`src/rtl/cpu_ea_unit_pkg.sv`:
```
// rtl/cpu_ea_unit_pkg.sv - addressing-mode codes, FSM states and mode helpers for the EA sequencer
package cpu_ea_unit_pkg;

    localparam logic [3:0] MODE_IMP = 4'd0;
    localparam logic [3:0] MODE_IMM = 4'd1;
    localparam logic [3:0] MODE_ZP  = 4'd2;
    localparam logic [3:0] MODE_ZPX = 4'd3;
    localparam logic [3:0] MODE_ZPY = 4'd4;
    localparam logic [3:0] MODE_ABS = 4'd5;
    localparam logic [3:0] MODE_ABX = 4'd6;
    localparam logic [3:0] MODE_ABY = 4'd7;
    localparam logic [3:0] MODE_NDX = 4'd8;
    localparam logic [3:0] MODE_NDY = 4'd9;
    localparam logic [3:0] MODE_IND = 4'd10;
    localparam logic [3:0] MODE_REL = 4'd11;

    typedef enum logic [2:0] {
        ST_IDLE,
        ST_OPL,
        ST_OPH,
        ST_IDX,
        ST_PTL,
        ST_PTH,
        ST_FIX,
        ST_DONE
    } ea_state_e;

    // Bytes following the opcode that belong to the instruction.
    function automatic logic [1:0] operand_bytes(input logic [3:0] mode);
        logic [1:0] n;
        case (mode)
            MODE_ABS, MODE_ABX, MODE_ABY, MODE_IND: n = 2'd2;
            MODE_IMP:                               n = 2'd0;
            default:                                n = 2'd1;
        endcase
        return n;
    endfunction

    function automatic logic uses_y(input logic [3:0] mode);
        return (mode == MODE_ZPY) || (mode == MODE_ABY) || (mode == MODE_NDY);
    endfunction

endpackage

```
`src/rtl/cpu_ea_add.sv`:
```
// rtl/cpu_ea_add.sv - 16-bit base plus 8-bit (optionally signed) index with page-cross detect
module cpu_ea_add (
    input  logic [15:0] base,
    input  logic [7:0]  idx,
    input  logic        idx_signed,
    output logic [15:0] sum,
    output logic        page_cross
);

    logic [15:0] idx_ext;

    assign idx_ext    = {{8{idx_signed & idx[7]}}, idx};
    assign sum        = base + idx_ext;
    assign page_cross = (sum[15:8] != base[15:8]);

endmodule

```
`src/rtl/cpu_ea_unit.sv`:
```
// rtl/cpu_ea_unit.sv - effective-address sequencer: fetches operand/pointer bytes and returns EA, next PC, page cross
module cpu_ea_unit
    import cpu_ea_unit_pkg::*;
#(
    parameter logic [7:0] ZP_PAGE      = 8'h00,
    parameter bit         PAGE_PENALTY = 1'b1,
    parameter bit         JMP_IND_BUG  = 1'b1
) (
    input  logic        clock,
    input  logic        resetn,
    input  logic        locked,
    input  logic        start,
    input  logic [3:0]  mode,
    input  logic        is_write,
    input  logic [15:0] pc_in,
    input  logic [7:0]  x_in,
    input  logic [7:0]  y_in,
    output logic [15:0] bus_addr,
    output logic        bus_rd,
    input  logic        bus_ready,
    input  logic [7:0]  i_data,
    output logic [15:0] ea,
    output logic [15:0] pc_next,
    output logic        page_cross,
    output logic        ea_valid,
    output logic        busy
);

    ea_state_e   state_q, state_d;
    logic [3:0]  mode_q, mode_d;
    logic        wr_q, wr_d;
    logic [15:0] pc_q, pc_d;
    logic [7:0]  idx_q, idx_d;
    logic [7:0]  lo_q, lo_d;
    logic [15:0] ptr_q, ptr_d;
    logic [15:0] ea_q, ea_d;
    logic [15:0] pcn_q, pcn_d;
    logic        pg_q, pg_d;

    logic [3:0]  mode_n;
    logic [7:0]  zp_idx;
    logic        fix_needed;
    logic [15:0] ptr_hi;

    logic        add_rel;
    logic [15:0] add_base;
    logic [7:0]  add_idx;
    logic [15:0] add_sum;
    logic        add_pc;

    // One adder serves REL (signed offset on pc+1, in OPL) and the indexed
    // absolute/indirect modes ({fetched hi, lo} + X/Y, in OPH or PTH).
    assign add_rel  = (state_q == ST_OPL);
    assign add_base = add_rel ? (pc_q + 16'd1) : {i_data, lo_q};
    assign add_idx  = add_rel ? i_data : idx_q;

    cpu_ea_add u_add (
        .base       (add_base),
        .idx        (add_idx),
        .idx_signed (add_rel),
        .sum        (add_sum),
        .page_cross (add_pc)
    );

    always_comb begin
        bus_rd   = 1'b0;
        bus_addr = 16'h0000;
        ptr_hi   = (mode_q == MODE_IND && !JMP_IND_BUG) ? (ptr_q + 16'd1)
                                                         : {ptr_q[15:8], ptr_q[7:0] + 8'd1};
        case (state_q)
            ST_OPL: begin
                bus_rd   = 1'b1;
                bus_addr = pc_q;
            end
            ST_OPH: begin
                bus_rd   = 1'b1;
                bus_addr = pc_q + 16'd1;
            end
            ST_PTL: begin
                bus_rd   = 1'b1;
                bus_addr = ptr_q;
            end
            ST_PTH: begin
                bus_rd   = 1'b1;
                bus_addr = ptr_hi;
            end
            default: begin
                bus_rd   = 1'b0;
                bus_addr = 16'h0000;
            end
        endcase
    end

    always_comb begin
        state_d    = state_q;
        mode_d     = mode_q;
        wr_d       = wr_q;
        pc_d       = pc_q;
        idx_d      = idx_q;
        lo_d       = lo_q;
        ptr_d      = ptr_q;
        ea_d       = ea_q;
        pcn_d      = pcn_q;
        pg_d       = pg_q;
        mode_n     = (mode > MODE_REL) ? MODE_IMP : mode;
        zp_idx     = lo_q + idx_q;
        fix_needed = (PAGE_PENALTY && add_pc) || wr_q;

        if (locked) begin
            case (state_q)
                ST_IDLE: begin
                    if (start) begin
                        mode_d  = mode_n;
                        wr_d    = is_write;
                        pc_d    = pc_in;
                        idx_d   = uses_y(mode_n) ? y_in : x_in;
                        pcn_d   = pc_in + {14'd0, operand_bytes(mode_n)};
                        pg_d    = 1'b0;
                        ea_d    = (mode_n == MODE_IMM) ? pc_in : 16'h0000;
                        state_d = (mode_n == MODE_IMP || mode_n == MODE_IMM) ? ST_DONE : ST_OPL;
                    end
                end
                ST_OPL: begin
                    if (bus_ready) begin
                        lo_d = i_data;
                        case (mode_q)
                            MODE_ZP: begin
                                ea_d    = {ZP_PAGE, i_data};
                                state_d = ST_DONE;
                            end
                            MODE_ZPX, MODE_ZPY, MODE_NDX: state_d = ST_IDX;
                            MODE_NDY: begin
                                ptr_d   = {ZP_PAGE, i_data};
                                state_d = ST_PTL;
                            end
                            MODE_REL: begin
                                ea_d    = add_sum;
                                pg_d    = add_pc;
                                state_d = ST_DONE;
                            end
                            default: state_d = ST_OPH;
                        endcase
                    end
                end
                ST_OPH: begin
                    if (bus_ready) begin
                        case (mode_q)
                            MODE_ABS: begin
                                ea_d    = {i_data, lo_q};
                                state_d = ST_DONE;
                            end
                            MODE_ABX, MODE_ABY: begin
                                ea_d    = add_sum;
                                pg_d    = add_pc;
                                state_d = fix_needed ? ST_FIX : ST_DONE;
                            end
                            default: begin
                                ptr_d   = {i_data, lo_q};
                                state_d = ST_PTL;
                            end
                        endcase
                    end
                end
                ST_IDX: begin
                    if (mode_q == MODE_NDX) begin
                        ptr_d   = {ZP_PAGE, zp_idx};
                        state_d = ST_PTL;
                    end else begin
                        ea_d    = {ZP_PAGE, zp_idx};
                        state_d = ST_DONE;
                    end
                end
                ST_PTL: begin
                    if (bus_ready) begin
                        lo_d    = i_data;
                        state_d = ST_PTH;
                    end
                end
                ST_PTH: begin
                    if (bus_ready) begin
                        if (mode_q == MODE_NDY) begin
                            ea_d    = add_sum;
                            pg_d    = add_pc;
                            state_d = fix_needed ? ST_FIX : ST_DONE;
                        end else begin
                            ea_d    = {i_data, lo_q};
                            state_d = ST_DONE;
                        end
                    end
                end
                ST_FIX:  state_d = ST_DONE;
                ST_DONE: state_d = ST_IDLE;
                default: state_d = ST_IDLE;
            endcase
        end
    end

    always_ff @(posedge clock or negedge resetn) begin
        if (!resetn) begin
            state_q <= ST_IDLE;
            mode_q  <= MODE_IMP;
            wr_q    <= 1'b0;
            pc_q    <= 16'h0000;
            idx_q   <= 8'h00;
            lo_q    <= 8'h00;
            ptr_q   <= 16'h0000;
            ea_q    <= 16'h0000;
            pcn_q   <= 16'h0000;
            pg_q    <= 1'b0;
        end else begin
            state_q <= state_d;
            mode_q  <= mode_d;
            wr_q    <= wr_d;
            pc_q    <= pc_d;
            idx_q   <= idx_d;
            lo_q    <= lo_d;
            ptr_q   <= ptr_d;
            ea_q    <= ea_d;
            pcn_q   <= pcn_d;
            pg_q    <= pg_d;
        end
    end

    assign ea         = ea_q;
    assign pc_next    = pcn_q;
    assign page_cross = pg_q;
    assign ea_valid   = (state_q == ST_DONE);
    assign busy       = (state_q != ST_IDLE);

endmodule

```
`config.mk`:
```
export PLATFORM = sky130hd
export DESIGN_NAME = cpu_ea_unit
export DESIGN_NICKNAME = d
export VERILOG_FILES = /design/src/rtl/cpu_ea_unit_pkg.sv /design/src/rtl/cpu_ea_add.sv /design/src/rtl/cpu_ea_unit.sv
export SDC_FILE = /design/constraint.sdc
export NUM_CORES = 1
export LEC_CHECK = 0
export BUFFER_PORTS_ARGS = -buffer_cell sky130_fd_sc_hd__buf_2
export CORE_ASPECT_RATIO = 0.6
export CORE_UTILIZATION = 53
export DETAILED_ROUTE_END_ITERATION = 10
export PLACE_DENSITY = 0.77
export SLEW_MARGIN = 20
export SYNTH_ARGS = -nofsm -noshare
export SYNTH_HDL_FRONTEND = slang
export SYNTH_HIERARCHICAL = 1
export SYNTH_SLANG_ARGS = --single-unit
```
`constraint.sdc`:
```
create_clock -name clock -period 4 [get_ports clock]
set_input_delay 0 -clock clock [delete_from_list [all_inputs] [get_ports clock]]
set_output_delay 0 -clock clock [all_outputs]
set_load 0.005 [all_outputs]
```
# Yosys cells after proc, flatten, opt, wreduce, memory -nomap -nowiden
# Index checks and enable logic that the tools add are counted.
# W data, S select, Z words.
# classes
n_reduce_logical	23
div	0
magnitude_cmp	1
mux	46
n_bitwise	1
n_shift	0
add_sub_neg	5
multipliers	0
n_eq_ne	38
# op_table
op	count
$mux W16	13
$pmux W16 S5	1
$pmux W16 S2	2
$pmux W16 S4	1
$pmux W16 S3	1
$eq A4 B3 Y1 const B	8
$pmux W3 S8	1
$eq A4 B4 Y1 const B	5
$ne A2 B2 Y1 const B	10
$mux W3	6
$reduce_and A9 Y1	2
$add A16 B1 Y16 const B	1
$add A16 B16 Y16	1
$add A16 B2 Y16	1
$mux W8	2
$eq A3 B3 Y1 const B	4
$mux W1	10
$pmux W3 S3	1
$add A8 B1 Y8 const B	1
$add A8 B8 Y8	1
$eq A4 B2 Y1 const B	2
$mux W2	4
$ne A8 B8 Y1	1
$pmux W2 S2	2
22 further kinds	33
# word_totals
mem_bits_rw	0
input_bits	50
out_inout_bits	52
elab_cells	124
latchBits	0
memories	0
mem_bits_ro	0
ff_bits	89

# Depth between registers and ports, before layout
# logic_depth
word_depth	10
depth_mapped	18
mapped_depth_nobuf	16

# Modules after synthesis
# Netlist, hierarchy kept.
# by_module_without_submodules
mod	seq_area_each_um2	n_inst	cells_per_inst	area_per_inst_um2
cpu_ea_unit	2227.1	1	707	6082.1
cpu_ea_add	0.0	1	94	711.9

# Worst setup path after synthesis
# OpenSTA, ideal clock, no wires.
# synth_path
kind	reg-to-reg
start	reg state_q[0]
end	reg ea_q[12], in the netlist ea[12]
n_path_buf	4
required_ps	3875
period_less_slack_ps	3807
setup_slack_ps	193
arrival_time_ps	3683
setup_ps	125
stages_incl_launch_ff	18
cell_sequence	dfrtp_1 > buf_2 > nor3b_2 > buf_4 > buf_2 > clkbuf_1 > a21oi_1 > ha_1 > fa_1 > a21o_1 > a41oi_2 > o21ai_2 > mux2i_1 > xnor2_1 > o211a_1 > a221oi_1 > o21ai_0 > mux2_2
# synth_between
elab_cells_between_ends	25
cone_classes	add/sub (1); eq/ne (11); mux (9); bitwise (1); reduce/logical (3)
# synth_lines
element	line	source
start: declaration	cpu_ea_unit.sv:29	ea_state_e state_q, state_d;
start signal: assignment	cpu_ea_unit.sv:211	state_q <= state_d;
$eq A3 B1 Y1 (*)	cpu_ea_unit.sv:53	assign add_rel = (state_q == ST_OPL);
$mux W16 (*)	cpu_ea_unit.sv:54	assign add_base = add_rel ? (pc_q + 16'd1) : {i_data, lo_q};
via add_base[0]	cpu_ea_unit.sv:46	logic [15:0] add_base;
$add A16 B16 Y16 (*)	cpu_ea_add.sv:13	assign sum = base + idx_ext;
via add_sum[12]	cpu_ea_unit.sv:48	logic [15:0] add_sum;
$pmux W16 S2, or another cell as far along	cpu_ea_unit.sv:147	case (mode_q)
$mux W16 (on tied branches)	cpu_ea_unit.sv:146, cpu_ea_unit.sv:124, cpu_ea_unit.sv:180	
$pmux W16 S5 (*)	cpu_ea_unit.sv:110	case (state_q)
end signal: assignment	cpu_ea_unit.sv:207	ea_q <= 16'h0000;
end signal: assignment	cpu_ea_unit.sv:218	ea_q <= ea_d;
end: declaration	cpu_ea_unit.sv:36	logic [15:0] ea_q, ea_d;
# The timed path passes the listed nets; every way through them passes the cells marked *. The select of a mux whose other input is x is not followed.
# A chain may end at the register's enable or synchronous reset.

# Worst setup path in the final report
# layout_path
start	reg state_q[1]
end	reg ea_q[11], in the netlist ea[11]
# Same word-level chain as after synthesis.

==> results.md <==
- Slew @ Worst Pin: roughly 1.0 ns
- Antenna violations before repair: 1
- Postcts setup bufs: 0
- Slew HR: 0.319
- Die ar.: 13300 µm²
- CP Data Arrival Time: 4.08 ns
- Crit path max fanout: 41
- Antenna Nets Post-Route: 0
- Run status: completed
- CORE AREA: around 12000 µm²
- Avg Cell Area, Syn: roughly 8.5 µm²
- Vias in the first global route: approximately 6400
- Num ports: between 100 and 150
- First-pass GRT wire length: roughly 36 mm
- DIE HEIGHT: about 90 µm
- Share of synthesized flip-flops with an asynchronous set or reset: 1.00
- CP Capture Type: flop
- Leak: slightly below 4 nW
- Multi-input logic area: approximately 4300 µm²
- Commonest cells in the synthesized netlist: nand2_1, dfrtp_1, o21ai_0
- PwrDens: just over 800 nW/µm²
- Root buf cell: clkbuf_16
- Detailed placement HPWL: roughly 17 mm
- Hold EP: ptr_q[12]$_DFFE_PN0P_
- Final Skew: approximately 0.013 ns
- Layout cells sized above 1: 0.206
- DP Area: between 7000 and 8000 µm²
- # DRC: 0
- Vias per cell: about 6.3
- R2R depth: 13
- Seq cells post-synth: 89
- Hold path startpoint: i_data[4]
- Chip width: 148 µm
- Design Area, Final: 8170 µm²
- Post-Synthesis Cell Area: approximately 6800 µm²
- Final max-slew violation count: 0
- Final Hold Vio Count: 0
- Seq/Total Area, Yosys: 0.328
- Post-layout nets: roughly 1000
- Crit Path Class: flop to flop
- Diode count: 0
- Synth top area cells: dfrtp_1, nand2_1, o21ai_0
- Setup crit start kind: flop
- Synthesis Warnings: 6
- Hold depth: 3
- Worst hold margin: 0.00459 ns
- Worst EP required: 4.24 ns
- Via count: 6950
- RR Startpoint: state_q[1]$_DFFE_PN0P_
- Minimum clock period: roughly 3.8 ns
- TritonCTS Buffers: 9
- CTS tree: done
- Later-pin clock latency in the skew report: approximately 0.36 ns
- Tot Pwr: 6.65 mW
- Top cell type's share of synthesized area: 0.328
- Cell count after synthesis: about 800
- Initial DRC Count: ~740
- IR drop worst, VDD: roughly 0.35 mV
- Distinct cells, synth: 75
- Input/output buffers: 101
- Reg area: 2230 µm²
- Worst Hold Class: input pin to flop
- Tcrit/Tclk final: 0.961
- Initial Util: 0.554
- Final setup violation count: 0
- Pre-CTS setup slack: between 0.2 and 0.3 ns
- PnR worst setup slack: around 0.16 ns
- Total gr overflow: 0
- Drt total wl: between 20 and 25 mm
- RSZ-0062 raised after global routing: yes
- Synth Flop Type: dfrtp_1
- Flop-to-flop setup slack: approximately 0.16 ns
- Post-synth EDFFs: 0
- Clock Path Buffers: 2
- CTS clk-pin slew, worst paths: ~0.070 ns
- Tot GR Track Use: 0.360
- F_max: around 0.26 GHz
- Synth Net Count: roughly 880
- Setup_tns: 0 ns
- DR pass1 iterations: 8
- Top cell type by total area after synthesis: dfrtp_1
- Wire per inst: roughly 22 µm
- GPL Wtd Cong: between 1 and 1.5
- Area Growth Syn to Fin: 20.3%
- FP Rows: 31
- R2r endpoint: ea[11]$_DFFE_PN0P_
- H-tree Lvls: 3
- Largest net degree at the start of global routing: 59
- Count leader, synth: nand2_1
- Fillers: between 1000 and 1500
- # Max-Cap Violations: 0
- Clk sinks: 89
## power breakdown
group          leakage (nW)  switching [mW]  total, mW  internal, mW
Clock                 0.150           0.397      0.902         0.504
Combinational          2.55            2.36       3.97          1.61
Sequential             1.14           0.473       1.78          1.30
## worst max-delay path, stage by stage, from the launching register on
cell,delay [ns]
dfrtp_1,0.41
nor3b_4,0.30
buf_12,0.24
mux2_2,0.36
ha_1,0.38
a21oi_1,0.19
nor2b_1,0.10
nor4_1,0.49
o31ai_2,0.19
xnor2_1,0.19
o211a_1,0.24
a221oi_1,0.20
o21ai_0,0.14
mux2_2,0.27
## cells by family (layout without fill, tap and decap cells)
family,after synthesis,count (layout),synth area share
AO/OA/AOI/OAI,241,241,0.241
XOR/XNOR,54,54,0.0696
adder cells (fa/ha/maj),27,27,0.0530
buffers and inverters,68,199,0.0449
flip-flops,89,89,0.328
multiplexers,48,48,0.0755
AND/OR/NAND/NOR,274,274,0.188
## cells in the final DEF, fill, tap and decap left out, drive strengths merged, types with 22 or more instances in the layout
cell	Yosys	routed
mux2	26	26
buf	23	121
nand3	27	27
nor2	49	49
inv	22	25
dfrtp	89	89
ha	24	24
xnor2	25	25
o21ai	83	83
a21oi	48	48
nand2	135	135
dlygate4sd3	0	40
xor2	29	29
mux2i	22	22
## per-stage QoR
stage           util  std cells
2_1_floorplan      -        801
3_3_place_gp   0.609       1042
3_5_place_dp   0.609       1042
4_1_cts        0.666       1097
5_1_grt        0.667       1097
6_report       0.667       1097
## registers in the layout (all words and copies together), names as in the netlist
name,count
ea,16
idx_q,8
ptr_q,16
pc_q,16
wr_q,1
mode_q,4
state_q,3
pc_next,16
lo_q,8
page_cross,1
## how the worst max path moves through the flow
stage,cells after the start,slack (ns),start,to
final,13,0.16,state_q[1]$_DFFE_PN0P_,ea[11]$_DFFE_PN0P_
after global routing,13,-0.02,state_q[1]$_DFFE_PN0P_,ea[12]$_DFFE_PN0P_
after CTS,14,0.20,state_q[1]$_DFFE_PN0P_,state_q[0]$_DFFE_PN0P_
after detailed placement,14,0.26,state_q[1]$_DFFE_PN0P_,state_q[0]$_DFFE_PN0P_
after global placement,14,0.35,state_q[1]$_DFFE_PN0P_,ea[13]$_DFFE_PN0P_
after floorplan,17,0.19,state_q[0]$_DFFE_PN0P_,ea[12]$_DFFE_PN0P_
## what timing repair did
item,4_1_cts,5_1_grt
endpoints found under the hold margin,89,0
resized for setup,0,2
endpoints found under the setup margin,0,4
hold buffers,40,0
## per-layer routing
| layer | track usage | part of all wire | vias to the layer above |
|---|---|---|---|
| li1 | - | - | 3144 |
| met1 | 0.498 | 0.42 | 3221 |
| met2 | 0.488 | 0.39 | 522 |
| met3 | 0.159 | 0.16 | 63 |
| met4 | 0.131 | 0.030 | 0 |
| met5 | 0 | 0 | - |
## layout make-up
type,count,area share
multi-input cells,644,0.524
flip-flops and latches,89,0.272
repair buffers,161,0.131
clock buffers,10,0.0292
well taps,165,0.0253
inverters,23,0.0106
clock inverters,5,0.00750
No activity file was read; power rests on OpenSTA's default activity.
